[src/rtl/sips4_pkg.sv]
// Shared types and widths for the SIPS4 data-RAM arbiter.
package sips4_pkg;

   localparam int unsigned DATA_W = 4;
   localparam int unsigned ADDR_W = 4;

   typedef logic port_id_t;

   typedef enum logic {
      RR   = 1'b0,
      LOCK = 1'b1
   } arb_state_t;

   typedef struct packed {
      logic                  we;
      logic [ADDR_W-1:0]     addr;
      logic [DATA_W-1:0]     wdata;
      port_id_t              id;
   } ram_cmd_t;

endpackage

[src/rtl/sips4_ram_arbiter_if.sv]
// Requester-side bus of the RAM arbiter: two request ports and their read responses.
interface sips4_ram_arbiter_if;
   import sips4_pkg::*;

   logic              req0_valid;
   logic              req0_we;
   logic [ADDR_W-1:0] req0_addr;
   logic [DATA_W-1:0] req0_wdata;
   logic              req0_ready;
   logic              req1_valid;
   logic              req1_we;
   logic [ADDR_W-1:0] req1_addr;
   logic [DATA_W-1:0] req1_wdata;
   logic              req1_lock;
   logic              req1_ready;
   logic              rsp0_valid;
   logic [DATA_W-1:0] rsp0_rdata;
   logic              rsp1_valid;
   logic [DATA_W-1:0] rsp1_rdata;

   modport master (
      output req0_valid, req0_we, req0_addr, req0_wdata,
      output req1_valid, req1_we, req1_addr, req1_wdata, req1_lock,
      input  req0_ready, req1_ready,
      input  rsp0_valid, rsp0_rdata, rsp1_valid, rsp1_rdata
   );

   modport slave (
      input  req0_valid, req0_we, req0_addr, req0_wdata,
      input  req1_valid, req1_we, req1_addr, req1_wdata, req1_lock,
      output req0_ready, req1_ready,
      output rsp0_valid, rsp0_rdata, rsp1_valid, rsp1_rdata
   );

endinterface

[src/rtl/sips4_rr_pick2.sv]
// Combinational two-way winner select: lock-only, starvation override, then round-robin.
module sips4_rr_pick2
   import sips4_pkg::*;
(
   input  logic [1:0] valid_i,
   input  port_id_t   last_i,
   input  logic       force0_i,
   input  logic       lock_only_i,
   output logic       gnt_valid_c_o,
   output port_id_t   gnt_id_c_o
);

   always_comb begin
      gnt_valid_c_o = 1'b0;
      gnt_id_c_o    = 1'b0;
      if (lock_only_i) begin
         gnt_valid_c_o = valid_i[1];
         gnt_id_c_o    = 1'b1;
      end else if (valid_i == 2'b11) begin
         gnt_valid_c_o = 1'b1;
         gnt_id_c_o    = force0_i ? 1'b0 : ~last_i;
      end else if (valid_i[0]) begin
         gnt_valid_c_o = 1'b1;
         gnt_id_c_o    = 1'b0;
      end else if (valid_i[1]) begin
         gnt_valid_c_o = 1'b1;
         gnt_id_c_o    = 1'b1;
      end
   end

endmodule

[src/rtl/sips4_ram_arbiter.sv]
// Shares the SIPS4 data RAM between the CPU port (0) and the loader port (1),
// one access per cycle, with a bounded exclusive-lock mode for loader bursts.
module sips4_ram_arbiter
   import sips4_pkg::*;
#(
   parameter int unsigned LOCK_MAX = 8
) (
   input  logic              clk,
   input  logic              rst_n,
   sips4_ram_arbiter_if.slave bus,
   output logic              ram_wen,
   output logic [ADDR_W-1:0] ram_waddr,
   output logic [ADDR_W-1:0] ram_raddr,
   output logic [DATA_W-1:0] ram_wdata,
   input  logic [DATA_W-1:0] ram_rdata
);

   localparam int unsigned CNT_W = $clog2(LOCK_MAX + 1);
   localparam logic [CNT_W-1:0] CNT_MAX = CNT_W'(LOCK_MAX);

   arb_state_t       state_q, state_d;
   port_id_t         last_q, last_d;
   logic             starve0_q, starve0_d;
   logic [CNT_W-1:0] lock_cnt_q, lock_cnt_d, lock_cnt_inc;
   ram_cmd_t         cmd_q, cmd_d;
   logic             cmd_valid_q, cmd_valid_d;
   logic [1:0]       rsp_valid_q, rsp_valid_d;
   logic             gnt_valid, gnt1;
   port_id_t         gnt_id;

   // Requests are masked during reset so ready stays low while rst_n is asserted.
   sips4_rr_pick2 u_pick (
      .valid_i       ({bus.req1_valid & rst_n, bus.req0_valid & rst_n}),
      .last_i        (last_q),
      .force0_i      ((state_q == RR) && starve0_q),
      .lock_only_i   ((state_q == LOCK) && bus.req1_lock),
      .gnt_valid_c_o (gnt_valid),
      .gnt_id_c_o    (gnt_id)
   );

   assign gnt1           = gnt_valid && (gnt_id == 1'b1);
   assign bus.req0_ready = gnt_valid && (gnt_id == 1'b0);
   assign bus.req1_ready = gnt1;
   assign lock_cnt_inc   = (lock_cnt_q == CNT_MAX) ? lock_cnt_q : lock_cnt_q + CNT_W'(1);

   always_comb begin
      state_d     = state_q;
      last_d      = last_q;
      starve0_d   = starve0_q;
      lock_cnt_d  = lock_cnt_q;
      cmd_d       = cmd_q;
      cmd_valid_d = gnt_valid;
      rsp_valid_d = 2'b00;
      if (cmd_valid_q && !cmd_q.we) rsp_valid_d[cmd_q.id] = 1'b1;
      if (gnt_valid) begin
         last_d = gnt_id;
         if (gnt_id == 1'b0) begin
            cmd_d     = '{we: bus.req0_we, addr: bus.req0_addr, wdata: bus.req0_wdata, id: 1'b0};
            starve0_d = 1'b0;
         end else begin
            cmd_d = '{we: bus.req1_we, addr: bus.req1_addr, wdata: bus.req1_wdata, id: 1'b1};
         end
      end
      case (state_q)
         RR: begin
            if (gnt1 && bus.req1_lock) begin
               lock_cnt_d = CNT_W'(1);
               if (LOCK_MAX == 1) starve0_d = 1'b1;
               else               state_d   = LOCK;
            end
         end
         LOCK: begin
            if (!bus.req1_lock) begin
               state_d = RR;
            end else if (gnt1) begin
               lock_cnt_d = lock_cnt_inc;
               // Burst budget spent: hand the next RR slot to port 0.
               if (lock_cnt_inc == CNT_MAX) begin
                  state_d   = RR;
                  starve0_d = 1'b1;
               end
            end
         end
         default: state_d = RR;
      endcase
   end

   always_ff @(posedge clk or negedge rst_n) begin
      if (!rst_n) begin
         state_q     <= RR;
         last_q      <= 1'b1;
         starve0_q   <= 1'b0;
         lock_cnt_q  <= '0;
         cmd_q       <= '0;
         cmd_valid_q <= 1'b0;
         rsp_valid_q <= 2'b00;
      end else begin
         state_q     <= state_d;
         last_q      <= last_d;
         starve0_q   <= starve0_d;
         lock_cnt_q  <= lock_cnt_d;
         cmd_q       <= cmd_d;
         cmd_valid_q <= cmd_valid_d;
         rsp_valid_q <= rsp_valid_d;
      end
   end

   assign ram_wen        = cmd_valid_q && cmd_q.we;
   assign ram_waddr      = cmd_q.addr;
   assign ram_raddr      = cmd_q.addr;
   assign ram_wdata      = cmd_q.wdata;
   assign bus.rsp0_valid = rsp_valid_q[0];
   assign bus.rsp1_valid = rsp_valid_q[1];
   assign bus.rsp0_rdata = rsp_valid_q[0] ? ram_rdata : '0;
   assign bus.rsp1_rdata = rsp_valid_q[1] ? ram_rdata : '0;

endmodule

[src/flat_wrapper.sv]
// flat-port wrapper written by rule: the top's interface ports become plain ports
module sips4_ram_arbiter_flat import sips4_pkg::*;
#(
   parameter int unsigned LOCK_MAX = 8
)
  (clk, rst_n, ram_wen, ram_waddr, ram_raddr, ram_wdata, ram_rdata, bus_req0_valid, bus_req0_we, bus_req0_addr, bus_req0_wdata, bus_req1_valid, bus_req1_we, bus_req1_addr, bus_req1_wdata, bus_req1_lock, bus_req0_ready, bus_req1_ready, bus_rsp0_valid, bus_rsp0_rdata, bus_rsp1_valid, bus_rsp1_rdata);
  sips4_ram_arbiter_if bus_i ();
  input  logic clk;
  input  logic rst_n;
  output logic ram_wen;
  output logic [ADDR_W-1:0] ram_waddr;
  output logic [ADDR_W-1:0] ram_raddr;
  output logic [DATA_W-1:0] ram_wdata;
  input  logic [DATA_W-1:0] ram_rdata;
  input wire logic [$bits(bus_i.req0_valid)-1:0] bus_req0_valid;
  input wire logic [$bits(bus_i.req0_we)-1:0] bus_req0_we;
  input wire logic [$bits(bus_i.req0_addr)-1:0] bus_req0_addr;
  input wire logic [$bits(bus_i.req0_wdata)-1:0] bus_req0_wdata;
  input wire logic [$bits(bus_i.req1_valid)-1:0] bus_req1_valid;
  input wire logic [$bits(bus_i.req1_we)-1:0] bus_req1_we;
  input wire logic [$bits(bus_i.req1_addr)-1:0] bus_req1_addr;
  input wire logic [$bits(bus_i.req1_wdata)-1:0] bus_req1_wdata;
  input wire logic [$bits(bus_i.req1_lock)-1:0] bus_req1_lock;
  output wire logic [$bits(bus_i.req0_ready)-1:0] bus_req0_ready;
  output wire logic [$bits(bus_i.req1_ready)-1:0] bus_req1_ready;
  output wire logic [$bits(bus_i.rsp0_valid)-1:0] bus_rsp0_valid;
  output wire logic [$bits(bus_i.rsp0_rdata)-1:0] bus_rsp0_rdata;
  output wire logic [$bits(bus_i.rsp1_valid)-1:0] bus_rsp1_valid;
  output wire logic [$bits(bus_i.rsp1_rdata)-1:0] bus_rsp1_rdata;
  assign bus_i.req0_valid = bus_req0_valid;
  assign bus_i.req0_we = bus_req0_we;
  assign bus_i.req0_addr = bus_req0_addr;
  assign bus_i.req0_wdata = bus_req0_wdata;
  assign bus_i.req1_valid = bus_req1_valid;
  assign bus_i.req1_we = bus_req1_we;
  assign bus_i.req1_addr = bus_req1_addr;
  assign bus_i.req1_wdata = bus_req1_wdata;
  assign bus_i.req1_lock = bus_req1_lock;
  assign bus_req0_ready = bus_i.req0_ready;
  assign bus_req1_ready = bus_i.req1_ready;
  assign bus_rsp0_valid = bus_i.rsp0_valid;
  assign bus_rsp0_rdata = bus_i.rsp0_rdata;
  assign bus_rsp1_valid = bus_i.rsp1_valid;
  assign bus_rsp1_rdata = bus_i.rsp1_rdata;
  sips4_ram_arbiter #(.LOCK_MAX(LOCK_MAX)) u_core (.clk(clk), .rst_n(rst_n), .bus(bus_i), .ram_wen(ram_wen), .ram_waddr(ram_waddr), .ram_raddr(ram_raddr), .ram_wdata(ram_wdata), .ram_rdata(ram_rdata));
endmodule
[config.mk]
export PLATFORM = sky130hd
export DESIGN_NAME = sips4_ram_arbiter_flat
export DESIGN_NICKNAME = d
export VERILOG_FILES = /design/src/rtl/sips4_pkg.sv /design/src/rtl/sips4_ram_arbiter_if.sv /design/src/rtl/sips4_rr_pick2.sv /design/src/rtl/sips4_ram_arbiter.sv /design/src/flat_wrapper.sv
export SDC_FILE = /design/constraint.sdc
export NUM_CORES = 1
export LEC_CHECK = 0
export CELL_PAD_IN_SITES_DETAIL_PLACEMENT = 0
export CELL_PAD_IN_SITES_GLOBAL_PLACEMENT = 2
export CORE_ASPECT_RATIO = 0.7
export CORE_MARGIN = 4
export CORE_UTILIZATION = 21
export CTS_CLUSTER_DIAMETER = 120
export DETAILED_ROUTE_END_ITERATION = 6
export GPL_ROUTABILITY_DRIVEN = 0
export GPL_TIMING_DRIVEN = 0
export PLACE_DENSITY = 0.77
export SYNTH_ARGS = -nofsm -noshare
export SYNTH_HDL_FRONTEND = slang
export SYNTH_SLANG_ARGS = --single-unit
[constraint.sdc]
create_clock -name clk -period 1.7 [get_ports clk]
set_input_delay 0.34 -clock clk [delete_from_list [all_inputs] [get_ports clk]]
set_output_delay 0.34 -clock clk [all_outputs]
set_load 0.02 [all_outputs]
## Word level (Yosys, flattened, before mapping)

Index checks and enable logic that the tools add are counted.

| cells by class | value |
|---|---|
| $mul | 0 |
| muxes and demuxes | 30 |
| shift-type cells | 0 |
| order comparisons | 2 |
| bitwise operators | 5 |
| reduce and logical (&&, ||, !) cells | 10 |
| equality and inequality tests | 6 |
| $add $sub $neg | 1 |
| divide/modulo/power cells | 0 |

Operators by type and width:

| operator | count |
|---|---|
| 4-bit two-way mux | 6 |
| 1-bit two-way mux | 19 |
| 10-bit two-way mux | 1 |
| 4-bit == test, second input constant | 2 |
| 1-bit logical AND | 8 |
| 4-bit one-hot mux with 2 select lines | 1 |
| 2-bit inequality test, second input constant | 3 |
| 4-bit by 1-bit adder with 4-bit output, second input constant | 1 |
| 1-bit NOT | 3 |
| 3-bit AND reduction | 1 |
| 1-bit bitwise AND | 2 |
| 2-bit == test, second input constant | 1 |
| 1-bit by 2-bit less-than comparator with 1-bit output, second input constant | 1 |
| 2-bit two-way mux | 1 |
| 1-bit one-hot mux with 2 select lines | 1 |
| 1-bit demux with 1-bit select | 1 |
| 1-bit greater-or-equal comparator, second input constant | 1 |
| 1-bit zero test | 1 |

| storage, ports and cells | value |
|---|---|
| word-level logic and storage cells | 64 |
| latch bits | 0 |
| output and inout port bits | 25 |
| memory bits (read-only) | 0 |
| bits in writable memories | 0 |
| memories | 0 |
| flip-flop bits (word level) | 20 |

## Longest topological paths before layout

Gate-level depths: netlist of run 1.

| logic depth | value |
|---|---|
| depth in word-level cells | 11 |
| depth in mapped cells | 6 |
| mapped depth without buffers | 6 |

## Cells and area by module

A second synthesis of run 1 with hierarchy kept.

| unflattened totals | value |
|---|---|
| cells, all modules | 119 |
| area, all modules | 1121.1 um^2 |

By module, submodules not included:

| module | area an instance (um^2) | cells an instance | instances |
|---|---|---|---|
| sips4_ram_arbiter | 1097.3 | 115 | 1 |
| sips4_rr_pick2 | 23.8 | 4 | 1 |

## Least setup slack after synthesis of run 1

Ideal clock, no wire load.

| timing path | value |
|---|---|
| path kind | flip-flop to flip-flop |
| start point | register u_core.lock_cnt_q[0] |
| end point | register u_core.state_q |
| library setup time | 138 ps |
| stages on the path, launching flop included | 7 |
| arrival time | 1504 ps |
| setup slack | 57 ps |
| clock period less this slack | 1643 ps |
| path through | dfrtp_1 -> inv_2 -> ha_1 -> nand2_1 -> or4b_4 -> a211oi_2 -> a31oi_1 |

| between the ends | value |
|---|---|
| longest elaborated chain between the ends | 7 |
| elaborated cells on any way between the ends | 8 |
| classes of those cells | 1 x add/sub; 2 x eq/ne; 5 x mux |

Ends and longest elaborated chain:

| what | RTL line | RTL |
|---|---|---|
| from (decl) | sips4_ram_arbiter.sv:24 | `logic [CNT_W-1:0] lock_cnt_q, lock_cnt_d, lock_cnt_inc;` |
| from (signal assigned) | sips4_ram_arbiter.sv:101 | `lock_cnt_q <= lock_cnt_d;` |
| 4-bit by 1-bit adder with 4-bit output or 4-bit == test (tied branches) | sips4_ram_arbiter.sv:44 | `assign lock_cnt_inc = (lock_cnt_q == CNT_MAX) ? lock_cnt_q : lock_cnt_q + CNT_W'(1);` |
| 4-bit two-way mux (*) | sips4_ram_arbiter.sv:44 |  |
| 4-bit == test (*) | sips4_ram_arbiter.sv:78 | `if (lock_cnt_inc == CNT_MAX) begin` |
| 1-bit two-way mux (*) | sips4_ram_arbiter.sv:78 |  |
| 1-bit two-way mux (*) | sips4_ram_arbiter.sv:75 | `end else if (gnt1) begin` |
| 1-bit two-way mux (*) | sips4_ram_arbiter.sv:73 | `if (!bus.req1_lock) begin` |
| 1-bit one-hot mux with 2 select lines (*) | sips4_ram_arbiter.sv:64 | `case (state_q)` |
| net u_core.state_d | sips4_ram_arbiter.sv:21 | `arb_state_t state_q, state_d;` |
| to (signal assigned) | sips4_ram_arbiter.sv:98 | `state_q <= state_d;` |
| to (decl) | sips4_ram_arbiter.sv:21 |  |

Mark *: on every way through the listed nets, which the timed path passes. The rest lies on a longest branch.
A chain may end at the register's enable or synchronous reset.

## Worst setup path after layout of run 1

| timing path | value |
|---|---|
| start point | register u_core.last_q |
| end point | output bus_req1_ready |

| between the ends | value |
|---|---|
| longest elaborated chain between the ends | 5 |

Ends and longest elaborated chain:

| what | RTL line | RTL |
|---|---|---|
| from (decl) | sips4_ram_arbiter.sv:22 | `port_id_t last_q, last_d;` |
| from (signal assigned) | sips4_ram_arbiter.sv:99 | `last_q <= last_d;` |
| 1-bit NOT | sips4_rr_pick2.sv:21 | `gnt_id_c_o = force0_i ? 1'b0 : ~last_i;` |
| 1-bit two-way mux | sips4_rr_pick2.sv:21 |  |
| 1-bit two-way mux | sips4_rr_pick2.sv:19 | `end else if (valid_i == 2'b11) begin` |
| 1-bit two-way mux | sips4_rr_pick2.sv:16 | `if (lock_only_i) begin` |
| 1-bit logical AND | sips4_ram_arbiter.sv:41 | `assign gnt1 = gnt_valid && (gnt_id == 1'b1);` |
| to (decl) | flat_wrapper.sv:25 | `output wire logic [$bits(bus_i.req1_ready)-1:0] bus_req1_ready;` |

No other way between the ends.

==> results of run 1 <==
worst paths after layout:
check / startpoint / endpoint / slack, ns / depth (start not counted)
hold reg to reg: u_core.cmd_q[0]$_DFFE_PN0N_ / u_core.rsp_valid_q[0]$_DFF_PN0_ / 0.45 / 1
min in group clk: u_core.cmd_q[0]$_DFFE_PN0N_ / u_core.rsp_valid_q[0]$_DFF_PN0_ / 0.45 / 1
hold / removal: rst_n / u_core.last_q$_DFFE_PN1N_ / 0.03 / 1
max in group asynchronous: rst_n / u_core.state_q$_DFF_PN0_ / 0.28 / 2
setup / recovery: u_core.last_q$_DFFE_PN1N_ / bus_req1_ready / 0.01 / 5
setup reg to reg: u_core.lock_cnt_q[0]$_DFFE_PN0P_ / u_core.state_q$_DFF_PN0_ / 0.02 / 6
kinds of logic after synthesis:
family	count (synthesis)	synth area share [%]
buffers and inverters	24	12.2
AOI/OAI and AO/OA	28	18.7
xor gates and xnor gates	1	0.771
adders and majority gates	2	2.20
and+or+nand+nor	47	21.9
DFF	20	44.2
sequential cells by signal, indices dropped and copies added (netlist names):
register / cells
u_core.cmd_valid_q: 1
u_core.rsp_valid_q: 2
u_core.last_q: 1
u_core.starve0_q: 1
u_core.ram_wdata: 4
u_core.cmd_q: 2
u_core.state_q: 1
u_core.ram_raddr: 4
u_core.lock_cnt_q: 4
cell usage after synthesis, drive strengths merged, types with 3 or more instances:
cell	count
buf	15
inv	7
o21ai	3
dfrtp	19
nand3	13
nand2	16
a22oi	9
and2	10
where the power goes:
group,switching [mW],leakage (nW),internal (mW)
combinational,0.285,0.716,0.364
clock,0.163,0.0357,0.314
sequential,0.0676,0.250,0.547
total,0.516,1.00,1.23
final cells by class:
type	count	area share [%]
Timing Repair Buffer	62	31.0
Multi-Input combinational cell	78	28.2
Sequential cell	20	25.8
Buffer	15	5.32
Tap cell	72	4.62
Clock buffer	3	2.12
Clock inverter	1	1.54
Inverter	7	1.35
stage by stage:
step,TNS [ns],util [%]
after floorplan,0,-
after global placement,-21.49,33.2
after detailed placement,-21.05,33.2
after CTS,-0.0984,35.9
after global routing,-0.180,37.3
final,0,37.3
per-layer routing:
layer | wire length (um) | vias to the layer above | global-route usage [%]
met5 | 0 | - | 0
met4 | 49 | 0 | 3.79
met3 | 306 | 4 | 3.04
met2 | 1550 | 55 | 14.8
met1 | 1530 | 508 | 13.0
li1 | - | 542 | -
worst max-delay path, stage by stage, from the launching register on:
cell      delay, ns
dfstp_2        0.57
a21boi_2       0.18
o21ai_2        0.08
nand2_2        0.10
inv_2          0.05
buf_6          0.12
cell usage in the layout, fill, tap and decap left out, types with 2 or more instances in the layout:
cell type and count:
nand2_2 2, nand2_1 14, a22oi_1 9, clkbuf_8 3, nand3_1 13, a21oi_1 2, buf_2 2, o21ai_0 2
dfrtp_1 17, inv_2 3, inv_1 4, dlymetal6s2s_1 9, clkdlybuf4s50_1 26, buf_4 22, buf_6 3, dlygate4sd2_1 13
and2_1 9, dfrtp_2 2, a21boi_2 2, o211ai_1 2, a22o_1 2
timing repair:
| action | 4_1_cts | 5_1_grt |
|---|---|---|
| hold endpoints to repair | 19 | 0 |
| hold buffers | 1 | 0 |
| buffers inserted | 6 | 4 |
| pin swaps | 4 | 7 |
| setup endpoints to repair | 30 | 19 |
| resized for setup | 44 | 18 |
==> results.sh, run 1 <==
export IMPL_synth_seq_cells=20
export IMPL_maxSlewHeadroom_pct=38.1
export IMPL_cts_max_path_buffers=2
export IMPL_synthTopCellsByArea="dfrtp_1, buf_4, a22oi_1"
export IMPL_leakagePower_nw=1.00
export IMPL_drt_drc_violations_left=0
export IMPL_grt_util_all_layers_pct=9.82
export IMPL_multi_input_area_um2=551
export IMPL_hpwl_um=2340
export IMPL_max_freq_ghz=0.592
export IMPL_synth_edf_count=0
export IMPL_nFillCells=529
export IMPL_clk_pin_slew_ns=0.08
export IMPL_dr_pass1_iters=4
export IMPL_crit_type="register to output pin"
export IMPL_grt_max_degree=20
export IMPL_min_path_type="input port to asynchronous set/reset pin"
export IMPL_pin_count=52
export IMPL_antenna_found_initial=0
export IMPL_place_ws_ns=-1.54
export IMPL_numCtsBuffers=3
export IMPL_grt_pass1_vias=1050
export IMPL_crit_arrival_ns=1.35
export IMPL_drv_slew=0
export IMPL_yosysUniqueCellTypes=35
export IMPL_min_period_ns=1.69
export IMPL_ys_async_sr_fraction_pct=100
export IMPL_total_power_mw=1.74
export IMPL_worst_pin_slew_ns=0.926
export IMPL_antenna_cells=0
export IMPL_core_area_mm2=0.00523
export IMPL_syn_avg_cell_area_um2=9.31
export IMPL_die_w_um=95.9
export IMPL_yosysWarnings=0
export IMPL_dpl_cell_area_mm2=0.00174
export IMPL_regArea_um2=504
export IMPL_clock_latency_ns=0.26
export IMPL_clock_sinks=20
export IMPL_hold_ws_ns=0.0340
export IMPL_design_area_mm2=0.00195
export IMPL_cap_violations=0
export IMPL_htree_levels=1
export IMPL_crit_fanout=4
export IMPL_grt_pass1_wl_um=5100
export IMPL_finalSetupViolCount=0
export IMPL_cts_tree="yes"
export IMPL_rows=22
export IMPL_synthFlopType="dfrtp_1"
export IMPL_drt_initial_drc_count=43
export IMPL_dieArea_mm2=0.00667
export IMPL_via_count=1109
export IMPL_start_kind="register"
export IMPL_io_buffers=51
export IMPL_dp_cells=245
export IMPL_cts_root_buf="clkbuf_8"
export IMPL_power_density_mw_per_mm2=892
export IMPL_vdd_ir_drop_max_uv=308
export IMPL_viasPerCell=4.30
export IMPL_start_util_pct=21.7
export IMPL_end_kind="output pin"
export IMPL_synth_cells=122
export IMPL_rsz0062_at_grt="true"
export IMPL_overflow=0
export IMPL_wl_per_cell_um=13.3
export IMPL_period_share_pct=99.4
export IMPL_ant_nets=0
export IMPL_die_height_um=69.5
export IMPL_setup_slack_ns=0.0103
export IMPL_wirelength_um=3440
export IMPL_synth_top_area_share_pct=41.9
export IMPL_clock_skew_final_ns=0.00151
export IMPL_worstPathRequired_ns=1.36
export IMPL_synth_largest_area_cell="dfrtp_1"
export IMPL_fin_cells=258
export IMPL_drive_gt1_share_pct=26.9
export IMPL_nets=216
export IMPL_final_hold_viol_count=0
export IMPL_syn2layout_area_growth_pct=71.8
export IMPL_synth_area_mm2=0.00114
export IMPL_yosysSeqAreaShare_pct=44.2
export IMPL_status="completed"
export IMPL_syn_nets=151
Power figures use the tool's default switching activity.
==> run 2: changes to the inputs <==
- CORE_UTILIZATION: 21 -> 25
- PLACE_DENSITY: 0.77 -> 0.86
- clock period: 1.7 -> 2 ns (I/O delays scaled with it)
==> results.sh, run 2 (same netlist as run 1, synthesis figures left out) <==
export IMPL_status="completed"
export IMPL_slowest_delay_ns=0.57
export IMPL_start_util_pct=26.1
export IMPL_dr_pass1_iters=4
export IMPL_antenna_cells=0
export IMPL_clock_sinks=20
export IMPL_leakagePower_nw=0.960
export IMPL_rsz0062_at_grt="false"
export IMPL_grt_pass1_wl_um=4950
export IMPL_crit_fanout=4
export IMPL_final_cell_mix="clkdlybuf4s50_1, dfrtp_1, buf_4, nand2_1, nand3_1"
export IMPL_rows=20
export IMPL_io_buffers=51
export IMPL_nFillCells=445
export IMPL_end_kind="output pin"
export IMPL_r2r_start="u_core.lock_cnt_q[0]$_DFFE_PN0P_"
export IMPL_cap_violations=0
export IMPL_antenna_found_initial=0
export IMPL_maxSlewHeadroom_pct=69.5
export IMPL_dpl_cell_area_mm2=0.00172
export IMPL_r2r_cells=6
export IMPL_via_count=1060
export IMPL_clk_pin_slew_ns=0.08
export IMPL_wirelength_um=3130
export IMPL_cts_hold_fix_buffers=0
export IMPL_cp_slowest_cell="dfstp_2"
export IMPL_ant_nets=0
export IMPL_worst_pin_slew_ns=0.458
export IMPL_hpwl_um=2300
export IMPL_min_path_type="input port to asynchronous set/reset pin"
export IMPL_cts_tree="yes"
export IMPL_cts_root_buf="clkbuf_8"
export IMPL_start_kind="register"
export IMPL_die_height_um=64.4
export IMPL_nets=209
export IMPL_clock_latency_ns=0.26
export IMPL_drt_initial_drc_count=54
export IMPL_worstReg2RegEnd="u_core.state_q$_DFF_PN0_"
export IMPL_min_period_ns=1.93
export IMPL_drv_slew=0
export IMPL_fin_util_pct=42.2
export IMPL_design_area_mm2=0.00184
export IMPL_vdd_ir_drop_max_uv=541
export IMPL_finalSetupTns_ns=0
export IMPL_worstPathCellList="a21boi_0 -> o21ai_1 -> nand2_2 -> inv_1 -> clkdlybuf4s15_2"
export IMPL_finalSetupViolCount=0
export IMPL_die_w_um=88.6
export IMPL_reg2reg_slack_ns=0.15
export IMPL_period_share_pct=96.5
export IMPL_final_hold_viol_count=0
export IMPL_dp_cells=228
export IMPL_fin_cells=234
export IMPL_viasPerCell=4.53
export IMPL_grt_util_all_layers_pct=11.0
export IMPL_drt_drc_violations_left=0
export IMPL_clock_skew_final_ns=0.00483
export IMPL_overflow=0
export IMPL_htree_levels=1
export IMPL_core_area_mm2=0.00435
export IMPL_max_freq_ghz=0.518
export IMPL_grt_max_degree=24
export IMPL_drive_gt1_share_pct=19.0
export IMPL_wl_per_cell_um=13.4
export IMPL_numCtsBuffers=3
export IMPL_dieArea_mm2=0.00570
export IMPL_pin_count=52
export IMPL_crit_type="register to output pin"
export IMPL_syn2layout_area_growth_pct=61.8
export IMPL_grt_pass1_vias=1067
export IMPL_worstPathRequired_ns=1.60
export IMPL_power_density_mw_per_mm2=765
export IMPL_cts_max_path_buffers=2
export IMPL_crit_arrival_ns=1.53
export IMPL_final_common_cell="clkdlybuf4s50_1"
run 2: layout make-up:
| class | instances | area, um2 | area share [%] |
|---|---|---|---|
| Buffer | 16 | 115 | 6.26 |
| Clock buffer | 3 | 41.3 | 2.25 |
| Clock inverter | 1 | 30.0 | 1.63 |
| Inverter | 7 | 26.3 | 1.43 |
| Multi-Input combinational cell | 78 | 504 | 27.4 |
| Sequential cell | 20 | 502 | 27.3 |
| Tap cell | 55 | 68.8 | 3.74 |
| Timing Repair Buffer | 54 | 551 | 30.0 |
run 2: how the worst max path moves through the flow:
stage,end,depth (start not counted),start,slack [ns]
2_1_floorplan,u_core.state_q$_DFF_PN0_,6,u_core.lock_cnt_q[0]$_DFFE_PN0P_,0.36
3_3_place_gp,bus_req1_ready,6,rst_n,-1.35
3_5_place_dp,bus_req1_ready,6,rst_n,-1.35
4_1_cts,bus_rsp1_rdata[2],3,ram_rdata[2],0.01
5_1_grt,bus_req1_ready,5,u_core.last_q$_DFFE_PN1N_,0.006
6_report,bus_req1_ready,5,u_core.last_q$_DFFE_PN1N_,0.07
run 2: stage by stage:
stage | hold slack, ns | setup WS [ns] | power, mW
final | 0.00939 | 0.0698 | 1.41
after global routing | 0.0246 | 0.00639 | 1.49
after CTS | 0.0165 | 0.0111 | 1.43
after detailed placement | 0.452 | -1.35 | 1.00
after global placement | 0.437 | -1.35 | 0.992
after floorplan | 0.104 | 0.357 | 0.791
run 2: worst max-delay path: cells and delay by family (launching register included):
family,cells,cell delay [ns]
AOI/OAI and AO/OA,2,0.29
buffers and inverters,2,0.31
DFF,1,0.57
and+or+nand+nor,1,0.10
run 2: power by group:
part | leakage [nW] | internal (mW) | switching [mW]
Sequential | 0.253 | 0.463 | 0.0596
Combinational | 0.672 | 0.269 | 0.207
Clock | 0.0357 | 0.267 | 0.141
Total | 0.960 | 0.999 | 0.408
run 2: what timing repair did:
action,in CTS,in global routing
resized for setup,22,11
pin swaps,0,1
endpoints found under the setup margin,21,9
setup buffers,2,1
run 2: layer usage:
layer / vias to the layer above / global-route usage, % / wire (um)
li1: 528 / - / -
met1: 491 / 15.6 / 1500
met2: 41 / 16.1 / 1280
met3: 0 / 4.25 / 349
met4: 0 / 1.13 / 0
met5: - / 0 / 0
==> run 3: changes to the inputs <==
- MAX_ROUTING_LAYER: not set -> met4
- SLEW_MARGIN: not set -> 20
==> results.sh, run 3 (same netlist as run 1, synthesis figures left out) <==
export IMPL_status="completed"
export IMPL_power_density_mw_per_mm2=764
export IMPL_cts_tree="yes"
export IMPL_max_freq_ghz=0.518
export IMPL_worst_pin_slew_ns=0.457
export IMPL_crit_start="u_core.last_q$_DFFE_PN1N_"
export IMPL_r2r_cells=6
export IMPL_hold_ws_ns=0.0114
export IMPL_cts_root_buf="clkbuf_8"
export IMPL_clock_latency_ns=0.26
export IMPL_crit_fanout=4
export IMPL_min_period_ns=1.93
export IMPL_dp_cells=228
export IMPL_via_count=1065
export IMPL_io_buffers=51
export IMPL_cts_max_path_buffers=2
export IMPL_hpwl_um=2300
export IMPL_fin_util_pct=42.2
export IMPL_start_util_pct=26.1
export IMPL_viasPerCell=4.55
export IMPL_ant_nets=0
export IMPL_grt_max_degree=24
export IMPL_cap_violations=0
export IMPL_die_w_um=88.6
export IMPL_clk_pin_slew_ns=0.08
export IMPL_leakagePower_nw=0.960
export IMPL_syn2layout_area_growth_pct=61.8
export IMPL_htree_levels=1
export IMPL_drive_gt1_share_pct=19.0
export IMPL_grt_pass1_wl_um=4950
export IMPL_grt_util_all_layers_pct=11.3
export IMPL_drt_initial_drc_count=69
export IMPL_rsz0062_at_grt="false"
export IMPL_nFillCells=445
export IMPL_overflow=0
export IMPL_vdd_ir_drop_max_uv=540
export IMPL_fin_cells=234
export IMPL_drv_slew=0
export IMPL_clock_sinks=20
export IMPL_numCtsBuffers=3
export IMPL_dr_pass1_iters=4
export IMPL_worstPathRequired_ns=1.60
export IMPL_final_common_cell="clkdlybuf4s50_1"
export IMPL_wirelength_um=3120
export IMPL_drt_drc_violations_left=0
export IMPL_crit_arrival_ns=1.53
export IMPL_wl_per_cell_um=13.3
export IMPL_end_kind="output pin"
export IMPL_rows=20
export IMPL_grt_pass1_vias=1068
export IMPL_total_power_mw=1.40
export IMPL_pin_count=52
export IMPL_maxSlewHeadroom_pct=69.5
export IMPL_antenna_cells=0
export IMPL_period_share_pct=96.4
export IMPL_crit_type="register to output pin"
export IMPL_min_path_type="input port to asynchronous set/reset pin"
export IMPL_cp_endpoint="bus_req1_ready"
export IMPL_die_height_um=64.4
export IMPL_dieArea_mm2=0.00570
export IMPL_r2r_start="u_core.lock_cnt_q[0]$_DFFE_PN0P_"
export IMPL_final_cell_mix="clkdlybuf4s50_1, dfrtp_1, buf_4, nand2_1, nand3_1"
export IMPL_worstReg2RegEnd="u_core.state_q$_DFF_PN0_"
export IMPL_antenna_found_initial=0
export IMPL_start_kind="register"
export IMPL_core_area_mm2=0.00435
export IMPL_finalSetupViolCount=0
export IMPL_nets=209
export IMPL_final_hold_viol_count=0
export IMPL_reg2reg_slack_ns=0.15
export IMPL_cts_hold_fix_buffers=0
export IMPL_clock_skew_final_ns=0.00529
run 3: cell counts in the layout (fill, tap and decap cells not counted):
No cell type changed its count.
run 3: worst min path at each step:
| stage | start | slack, ns | endpoint | cells past startpoint |
|---|---|---|---|---|
| 6_report | rst_n | 0.01 | u_core.rsp_valid_q[0]$_DFF_PN0_ | 1 |
| 2_1_floorplan | rst_n | 0.10 | u_core.cmd_q[0]$_DFFE_PN0N_ | 0 |
| 3_5_place_dp | u_core.cmd_q[0]$_DFFE_PN0N_ | 0.45 | u_core.rsp_valid_q[0]$_DFF_PN0_ | 1 |
| 5_1_grt | rst_n | 0.02 | u_core.rsp_valid_q[0]$_DFF_PN0_ | 1 |
| 3_3_place_gp | u_core.cmd_q[0]$_DFFE_PN0N_ | 0.44 | u_core.rsp_valid_q[0]$_DFF_PN0_ | 1 |
| 4_1_cts | rst_n | 0.02 | u_core.rsp_valid_q[0]$_DFF_PN0_ | 1 |
run 3: through the flow:
stage	instance area, um2	TNS [ns]	setup WS, ns
final	1840	0	0.0713
after detailed placement	1720	-14.89	-1.35
after global routing	1840	0	0.00640
after CTS	1810	0	0.0111
after global placement	1720	-14.67	-1.35
after floorplan	1140	0	0.357
run 3: layer usage:
| layer | vias to the layer above | GRT usage [%] | wire length [um] |
|---|---|---|---|
| met5 | - | - | 0 |
| met4 | 0 | 1.13 | 0 |
| met3 | 0 | 4.12 | 342 |
| met2 | 39 | 16.1 | 1290 |
| met1 | 497 | 15.7 | 1480 |
| li1 | 529 | - | - |
run 3: power breakdown:
| group | switching (mW) | total (mW) | leakage (nW) | internal [mW] |
|---|---|---|---|---|
| Combinational | 0.207 | 0.476 | 0.672 | 0.269 |
| Sequential | 0.0597 | 0.522 | 0.253 | 0.463 |
| Clock | 0.139 | 0.406 | 0.0357 | 0.267 |
run 3: final cells by class:
type,count,area (um2),area share (%)
buffer,16,115,6.26
inverter,7,26.3,1.43
clock buffer,3,41.3,2.25
multi-input combinational,78,504,27.4
tap,55,68.8,3.74
timing repair buffer,54,551,30.0
clock inverter,1,30.0,1.63
sequential,20,502,27.3
run 3: critical path, cell delays in order, from the launching register on:
cell and delay (ns):
dfstp_2 0.57, a21boi_0 0.20, o21ai_1 0.11, nand2_2 0.10
inv_1 0.06, clkdlybuf4s15_2 0.25
run 3: repair_timing:
action	CTS	global route
setup buffers	2	1
endpoints found under the setup margin	21	9
resized for setup	22	11
pin swaps	0	1
